`config.mk`:
```
export PLATFORM = sky130hd
export DESIGN_NAME = scroll_text_engine
export DESIGN_NICKNAME = d
export VERILOG_FILES = /design/src/rtl/scroll_text_engine.sv
export SDC_FILE = /design/constraint.sdc
export NUM_CORES = 1
export LEC_CHECK = 0
export ABC_AREA = 1
export CAP_MARGIN = 20
export CORE_MARGIN = 4
export CORE_UTILIZATION = 43
export CTS_BUF_LIST = sky130_fd_sc_hd__clkbuf_8
export DETAILED_ROUTE_END_ITERATION = 12
export PLACE_DENSITY = 0.76
export RECOVER_POWER = 25
export SETUP_SLACK_MARGIN = 0.4
export SYNTH_ARGS = -nofsm -noshare
export SYNTH_HDL_FRONTEND = slang
export SYNTH_SLANG_ARGS = --single-unit
```
`constraint.sdc`:
```
create_clock -name clk -period 3.4 [get_ports clk]
set_input_delay 0.51 -clock clk [delete_from_list [all_inputs] [get_ports clk]]
set_output_delay 0.51 -clock clk [all_outputs]
set_load 0.02 [all_outputs]
```
`src/rtl/scroll_text_engine.sv`:
```
// Scrolls a MSG_LEN-character message across an 8-digit common-anode seven-segment display.
// The scroll offset follows rising edges of step_in; the digit scan runs freely off ref_cnt.
module scroll_text_engine #(
  parameter int MSG_LEN     = 16,
  parameter int REFRESH_DIV = 100000,
  parameter int OW          = $clog2(MSG_LEN)
) (
  input  logic                 clk,
  input  logic                 rst_n,
  input  logic                 step_in,
  input  logic                 pause,
  input  logic                 dir,
  input  logic [MSG_LEN*5-1:0] msg,
  output logic [7:0]           an,
  output logic [6:0]           seg,
  output logic                 dp,
  output logic [OW-1:0]        offset
);

  localparam int RW = (REFRESH_DIV > 1) ? $clog2(REFRESH_DIV) : 1;

  typedef enum logic [2:0] {S0, S1, S2, S3, S4, S5, S6, S7} dig_t;

  logic          step_q;
  logic          step_rise;
  logic [OW-1:0] offset_q, offset_d;
  logic [RW-1:0] ref_cnt_q, ref_cnt_d;
  dig_t          dig_q, dig_d;
  logic [7:0]    an_q, an_d;
  logic [6:0]    seg_q, seg_d;
  logic [2:0]    rev;
  logic [OW:0]   sum;
  logic [OW:0]   idx;
  logic [4:0]    ch;

  function automatic logic [6:0] font(input logic [4:0] c);
    logic [6:0] s;
    case (c)
      5'd0:    s = 7'b1000000;
      5'd1:    s = 7'b1111001;
      5'd2:    s = 7'b0100100;
      5'd3:    s = 7'b0110000;
      5'd4:    s = 7'b0011001;
      5'd5:    s = 7'b0010010;
      5'd6:    s = 7'b0000010;
      5'd7:    s = 7'b1111000;
      5'd8:    s = 7'b0000000;
      5'd9:    s = 7'b0010000;
      5'd10:   s = 7'b0001000;
      5'd11:   s = 7'b0000011;
      5'd12:   s = 7'b1000110;
      5'd13:   s = 7'b0100001;
      5'd14:   s = 7'b0000110;
      5'd15:   s = 7'b0001110;
      5'd16:   s = 7'b0001001;
      5'd17:   s = 7'b1000111;
      5'd18:   s = 7'b0101011;
      5'd19:   s = 7'b0100011;
      5'd20:   s = 7'b0001100;
      5'd21:   s = 7'b0101111;
      5'd22:   s = 7'b1000001;
      5'd23:   s = 7'b0111111;
      default: s = 7'b1111111;
    endcase
    return s;
  endfunction

  always_comb begin
    step_rise = step_in & ~step_q;

    offset_d = offset_q;
    if (step_rise && !pause) begin
      if (!dir)
        offset_d = (offset_q == OW'(MSG_LEN-1)) ? '0 : offset_q + 1'b1;
      else
        offset_d = (offset_q == '0) ? OW'(MSG_LEN-1) : offset_q - 1'b1;
    end

    if (ref_cnt_q == RW'(REFRESH_DIV-1)) begin
      ref_cnt_d = '0;
      dig_d     = dig_t'(dig_q + 3'd1);
    end else begin
      ref_cnt_d = ref_cnt_q + 1'b1;
      dig_d     = dig_q;
    end

    // Outputs are decoded from the next digit so an and seg move together;
    // the window uses the registered offset, so a fresh step shows up one edge later.
    rev  = 3'd7 - dig_d;
    sum  = {1'b0, offset_q} + {{(OW-2){1'b0}}, rev};
    idx  = (sum >= (OW+1)'(MSG_LEN)) ? sum - (OW+1)'(MSG_LEN) : sum;
    ch   = msg[5*idx +: 5];
    an_d = ~(8'd1 << dig_d);
    seg_d = font(ch);
  end

  always_ff @(posedge clk) begin
    if (!rst_n) begin
      step_q    <= 1'b0;
      offset_q  <= '0;
      ref_cnt_q <= '0;
      dig_q     <= S0;
      an_q      <= 8'hFF;
      seg_q     <= 7'h7F;
    end else begin
      step_q    <= step_in;
      offset_q  <= offset_d;
      ref_cnt_q <= ref_cnt_d;
      dig_q     <= dig_d;
      an_q      <= an_d;
      seg_q     <= seg_d;
    end
  end

  assign an     = an_q;
  assign seg    = seg_q;
  assign dp     = 1'b1;
  assign offset = offset_q;

endmodule

```
==> results.yml, run 1 <==
run_status:
  status: "complete, no violations"
global_routing:
  antenna_found_initial: 0
  grt_overflow: 0
  grt_max_degree: 36
  grt_usage_pct: 21.61
  grt_pass1_wl_um: 15730
  grt_pass1_vias: 3644
setup_path:
  crit_type: "reg2reg"
  crit_chain: "ha_4, nand3_4, clkinv_4, nand3_4, mux2i_4, fa_2, inv_2, buf_6, nand3_2, nand3_2, nand3_2, nand2_4, inv_4, ha_4, or2_4, nand2_2, nand3_2, a21oi_2, nand2_1"
  max_stage_delay_ns: 0.52
  cp-end-kind: "flop"
  crit_buf_inv: 4
  crit_slowest_cell: "fa_2"
  worst_path_most_repeated_cell: "nand3_2"
  crit_family: "simple AND/OR/NAND/NOR gates"
  critical_path_arrival_ns: 3.25
  r2r_slack_ns: 0.34
  critPathRequiredTime_ns: 3.58
  worst-path-max-fanout: 5
  cp-start-kind: "flop"
drt:
  vias: 3849
  vias_per_cell: 5.251
  finalWirelength_um: 9793
  dr_wl_met2_um: 4623
  wl_per_cell_um: 13.36
  highest_layer: "met4"
  detail-route-antenna-nets: 0
  met1_length_um: 4136
  met3WireLength_um: 850
  dr.pass1.iters: 5
  first_iter_violations: 220
  drc_errors: 0
timing:
  period_share_pct: 90.15
  worst_pin_slew_ns: 0.6146
  timing.final.ws_setup_ns: 0.3351
  skew_ns: 0.01034
  fmax_mhz: 326.3
  maxSlewHeadroom_pct: 58.93
  final-hold-violation-count: 0
  min_period_ns: 3.065
  setup_tns_ns: 0
  setup_viol: 0
  maxSlewViolCount: 0
  rsz0062_at_grt: "true"
synthesis:
  syn_area_mm2: 0.003211
  ys_ff_latch: 40
  syn_nets: 606
  yosysSeqAreaShare_pct: 24.94
  syn_inst: 509
  synth_area_per_cell_um2: 6.308
  synth.distinct_cells: 37
  yosys_warnings: 0
power_and_ir_drop:
  pwr-share-clk_pct: 18.1
  vdd_drop_max_mv: 0.1652
  combPwrFrac_pct: 52.2
  p_sw_mw: 0.6885
  p_int_mw: 1.058
  powerDensity_mw_per_mm2: 358.5
  leakagePower_nw: 1.965
  netSwitchingFraction_pct: 39.43
  seqPwrFrac_pct: 29.7
  finalPower_mw: 1.746
clock_network:
  clk-insertion-delay-late_ns: 0.30
  cts_tree: "yes"
  clkSinkCount: 40
  cts-root-buf: "clkbuf_8"
  numCtsBuffers: 5
  h-tree-depth: 2
  clk_pin_slew_ns: 0.08
  cts_buffer_depth: 2
placement:
  preCtsSetupSlack_ns: 0.1676
  numPortBuffers: 103
  place_area_mm2: 0.004378
  post-dp-hpwl_um: 7308
  gp_congestion: 0.9369
finish:
  fin_area_mm2: 0.004871
  antenna_cells: 0
  nets: 730
  layout-drive-gt1-share_pct: 22.24
  syn2layout_area_growth_pct: 51.71
die:
  io_pins: 105
  core-area_mm2: 0.007253
  die_x_um: 94.41
  start_util_pct: 44.26
  die_area_mm2: 0.008913
  rows: 31
  die-height_um: 94.41
hold_path:
  hold_class: "reg2reg"
flow_run:
  maxCapViolCount: 0
[power by group through the flow]
stage | clock (mW) | combinational, mW | sequential, mW
CTS | 0.321 | 0.874 | 0.521
floorplan | 0 | 0.502 | 0.574
finish | 0.316 | 0.911 | 0.519
global placement | 0 | 0.786 | 0.534
global route | 0.347 | 0.996 | 0.524
detailed placement | 0 | 0.784 | 0.535
[repair_timing]
action / CTS / global route
pin swaps: 23 / 20
hold endpoints to repair: 0 / 0
setup endpoints to repair: 7 / 7
hold buffers: 0 / 0
setup buffers: 18 / 4
cloned: 2 / 0
gates resized for setup: 45 / 19
[worst register-to-register path, stage by stage (launching register included)]
cell and delay (ns):
dfxtp_4 0.36, ha_4 0.17, nand3_4 0.10, clkinv_4 0.06
nand3_4 0.10, mux2i_4 0.27, fa_2 0.52, inv_2 0.11
buf_6 0.13, nand3_2 0.08, nand3_2 0.08, nand3_2 0.10
nand2_4 0.11, inv_4 0.05, ha_4 0.16, or2_4 0.22
nand2_2 0.06, nand3_2 0.06, a21oi_2 0.13, nand2_1 0.07
[final timing paths]
path,start,endpoint,depth (start not counted)
worst max-delay path,ref_cnt_q[0]$_SDFF_PP0_,seg[3]$_SDFF_PN1_,19
worst min-delay path,ref_cnt_q[6]$_SDFF_PP0_,ref_cnt_q[6]$_SDFF_PP0_,2
worst max register to register,ref_cnt_q[0]$_SDFF_PP0_,seg[3]$_SDFF_PN1_,19
worst min register to register,ref_cnt_q[6]$_SDFF_PP0_,ref_cnt_q[6]$_SDFF_PP0_,2
[per-layer routing]
metal	vias to the layer above	GRT usage, %
li1	1938	-
met4	0	8.183
met1	1720	27.22
met3	20	4.701
met2	171	36.05
met5	-	0
[cells in the final DEF, fill, tap and decap left out, types with 12 or more instances in the layout]
| cell type | n |
|---|---|
| nand2_1 | 115 |
| clkdlybuf4s50_1 | 94 |
| a21oi_1 | 25 |
| nand3_1 | 110 |
| inv_2 | 13 |
| dfxtp_1 | 27 |
| nor2_1 | 31 |
| inv_1 | 34 |
| nand3_2 | 29 |
| buf_4 | 28 |
| nand2_2 | 12 |
| nor3_1 | 14 |
[area by class of cell]
| type | count | area (um^2) |
|---|---|---|
| inverter | 52 | 205.2 |
| clock buffer | 5 | 68.82 |
| timing repair buffer | 137 | 1303 |
| sequential | 40 | 829.5 |
| fill | 638 | 2382 |
| multi-input combinational | 397 | 2322 |
| tap | 99 | 123.9 |
| clock inverter | 3 | 18.77 |
[sequential cells by signal, indices dropped and copies added (netlist names)]
signal	cells
step_q	1
seg	7
dig_q	3
ref_cnt_q	17
offset	4
an	8
[logic make-up after synthesis]
kind of cell,share of synthesized area [%]
AOI/OAI and AO/OA,6.469
xor gates and xnor gates,1.091
adders and majority gates,4.910
buffers and inverters,10.60
DFF,24.94
muxes,0.3118
other,0.1168
and+or+nand+nor,51.56
[cell usage after synthesis, drive strengths merged]
cell / instances / area, um^2
nor4: 3 / 18.77
ha: 11 / 137.6
dfxtp: 40 / 800.8
clkbuf: 4 / 15.01
nand4: 4 / 25.02
nor3: 15 / 80.08
a211oi: 1 / 7.510
nand3b: 2 / 15.01
inv: 49 / 186.4
xnor2: 2 / 17.52
nand3: 145 / 808.3
mux2i: 1 / 10.01
clkinv: 3 / 12.51
nor2: 36 / 142.6
or2: 1 / 6.260
a21oi: 26 / 130.1
o21a: 2 / 15.01
conb: 1 / 3.750
fa: 1 / 20.02
o21ai: 4 / 20.01
nand2: 135 / 559.3
a31oi: 2 / 12.51
o21bai: 3 / 22.52
buf: 16 / 126.4
xor2: 2 / 17.52
[stage by stage]
stage	hold slack, ns	util (%)	instances
after global routing	0.5199	67.16	733
final	0.4996	67.16	733
after floorplan	0.4323	-	509
after global placement	0.4441	60.36	701
after detailed placement	0.4583	60.36	701
after CTS	0.5011	65.88	729
(Power assumes the default switching activity.)
==> inputs of run 2 (changes only) <==
Settings changed: PLACE_DENSITY 0.76 to 0.78.
==> run 2 against run 1 <==
Compared with the run above: cell area up 5.1%; non-clock buffer count rose by 3; maximum frequency decreased by 7.7%; wire length is 11% higher; critical path type unchanged; die area is the same; utilization rose by 3.4 points; first-iteration DRC count rose by 10%; clock skew is 0.0030 ns higher; largest cell class unchanged; largest power group unchanged.
==> results.yml, run 2 (synthesis results as in run 1) <==
run_status:
  status: "complete, no violations"
finish:
  num-fill-cells: 577
  syn2layout_area_growth_pct: 59.43
  final_cell_mix: "nand2_1 (114), nand3_1 (100), clkdlybuf4s50_1 (91)"
  antenna_cells: 0
  largest_register_ffs: 17
  top_register: "ref_cnt_q"
  mostFrequentLayoutCell: "nand2_1"
  layout-drive-gt1-share_pct: 25.04
  final_cells: 738
  nets: 735
  post-route-util_pct: 70.57
clock_network:
  clk-insertion-delay-late_ns: 0.30
  h-tree-depth: 2
  numCtsBuffers: 5
  cts-root-buf: "clkbuf_8"
  clkSinkCount: 40
  clk_pin_slew_ns: 0.08
  cts_buffer_depth: 2
  cts_tree: "yes"
timing:
  min_period_ns: 3.319
  maxSlewViolCount: 0
  fmax_mhz: 301.3
  period_share_pct: 97.63
  final-hold-violation-count: 0
  worst_pin_slew_ns: 0.5837
  maxSlewHeadroom_pct: 61.00
  skew_ns: 0.01330
  rsz0062_at_grt: "true"
  setup_viol: 0
  timing.final.ws_setup_ns: 0.08062
drt:
  first_iter_violations: 242
  vias: 4044
  detail-route-antenna-nets: 0
  wl_per_cell_um: 14.71
  drc_errors: 0
  finalWirelength_um: 10860
  vias_per_cell: 5.480
  dr.pass1.iters: 5
die:
  die_x_um: 94.41
  die-height_um: 94.41
  start_util_pct: 44.26
  rows: 31
  io_pins: 105
  die_area_mm2: 0.008913
  core-area_mm2: 0.007253
global_routing:
  grt_usage_pct: 23.65
  antenna_found_initial: 0
  grt_max_degree: 36
  grt_pass1_wl_um: 17110
  grt_pass1_vias: 3837
  grt_overflow: 0
setup_path:
  critPathRequiredTime_ns: 3.58
  critical_path_arrival_ns: 3.50
  r2r_slack_ns: 0.08
  cp-start-kind: "flop"
  crit_type: "reg2reg"
  worst-path-max-fanout: 5
  cp-end-kind: "flop"
flow_run:
  maxCapViolCount: 0
power_and_ir_drop:
  seqPwrFrac_pct: 26.6
  leakagePower_nw: 2.046
  combPwrFrac_pct: 56.2
  p_int_mw: 1.158
  p_sw_mw: 0.7956
  netSwitchingFraction_pct: 40.71
  powerDensity_mw_per_mm2: 381.8
  pwr-share-clk_pct: 17.2
  vdd_drop_max_mv: 0.1795
placement:
  preCtsSetupSlack_ns: 0.06299
  post-dp-hpwl_um: 7326
  gp_congestion: 0.9192
  numPortBuffers: 103
  post-place-cells: 700
hold_path:
  hold_class: "reg2reg"
## run 2: cell count changes in the layout (fill, tap and decap cells not counted), moves of 3 or more
cell             delta
nand3_2             +7
dlygate4sd3_1       +3
clkinvlp_4          +3
ha_2                -3
clkdlybuf4s50_1     -3
nand3_1            -10
nand3_4             +3
ha_4                +4
buf_6               +3
inv_2               -3
a21oi_1             -3
a21oi_2             +3
## run 2: metal layers
| layer | part of all wire (%) | vias to the layer above | global-route usage [%] |
|---|---|---|---|
| met3 | 8.7 | 39 | 5.339 |
| met4 | 3.4 | 0 | 9.988 |
| met1 | 40 | 1809 | 28.81 |
| li1 | - | 1953 | - |
| met5 | 0 | - | 0 |
| met2 | 48 | 243 | 40.01 |
## run 2: timing repair
action / 4_1_cts / 5_1_grt
cloned: 4 / 0
gates resized for setup: 53 / 42
endpoints found under the setup margin: 7 / 7
buffers inserted: 18 / 8
pin swaps: 10 / 26
hold buffers: 0 / 0
## run 2: worst max-delay path, stage by stage (launching register included)
cell and delay (ns):
dfxtp_2 0.34, nor2_2 0.14, nand3_2 0.12, nor2_4 0.16, nand3_4 0.11, mux2i_4 0.21
fa_2 0.73, buf_6 0.15, buf_16 0.11, nand3_2 0.07, nand3_2 0.08, nand3_2 0.10
nand2_4 0.15, buf_6 0.13, inv_6 0.04, ha_4 0.18, inv_2 0.05, nand2_1 0.07
nand3_2 0.09, nand2_1 0.05, nand2_1 0.05, nand2_1 0.05
## run 2: final timing paths
path	startpoint	cells past startpoint	end
min reg2reg	ref_cnt_q[6]$_SDFF_PP0_	2	ref_cnt_q[6]$_SDFF_PP0_
max	ref_cnt_q[14]$_SDFF_PP0_	21	seg[3]$_SDFF_PN1_
min	ref_cnt_q[6]$_SDFF_PP0_	2	ref_cnt_q[6]$_SDFF_PP0_
max reg2reg	ref_cnt_q[14]$_SDFF_PP0_	21	seg[3]$_SDFF_PN1_
## run 2: final cells by class
cell class                 count  area (um^2)  share of cell area, %
clock buffer                   6        82.58                  1.613
clock inverter                 2        11.26                 0.2200
inverter                      52        219.0                  4.278
multi-input combinational    398         2456                  47.98
sequential                    40        822.0                  16.06
tap                           99        123.9                  2.420
timing repair buffer         140         1396                  27.28
timing repair inverter         1        7.507                 0.1467
## run 2: through the flow
stage | hold slack (ns) | area (um^2) | power [mW] | TNS, ns
after floorplan | 0.4323 | 3313 | 1.076 | 0
after global placement | 0.4441 | 4370 | 1.309 | 0
after detailed placement | 0.4533 | 4370 | 1.320 | 0
after CTS | 0.4920 | 4876 | 1.832 | 0
after global routing | 0.5205 | 5119 | 2.066 | -0.1335
final | 0.4897 | 5119 | 1.954 | 0
## run 2: power groups by stage
stage	clock network [mW]	registers (mW)	logic, mW
global placement	0	0.534	0.775
finish	0.336	0.520	1.10
detailed placement	0	0.536	0.785
global route	0.362	0.523	1.18
CTS	0.338	0.522	0.972
floorplan	0	0.574	0.502
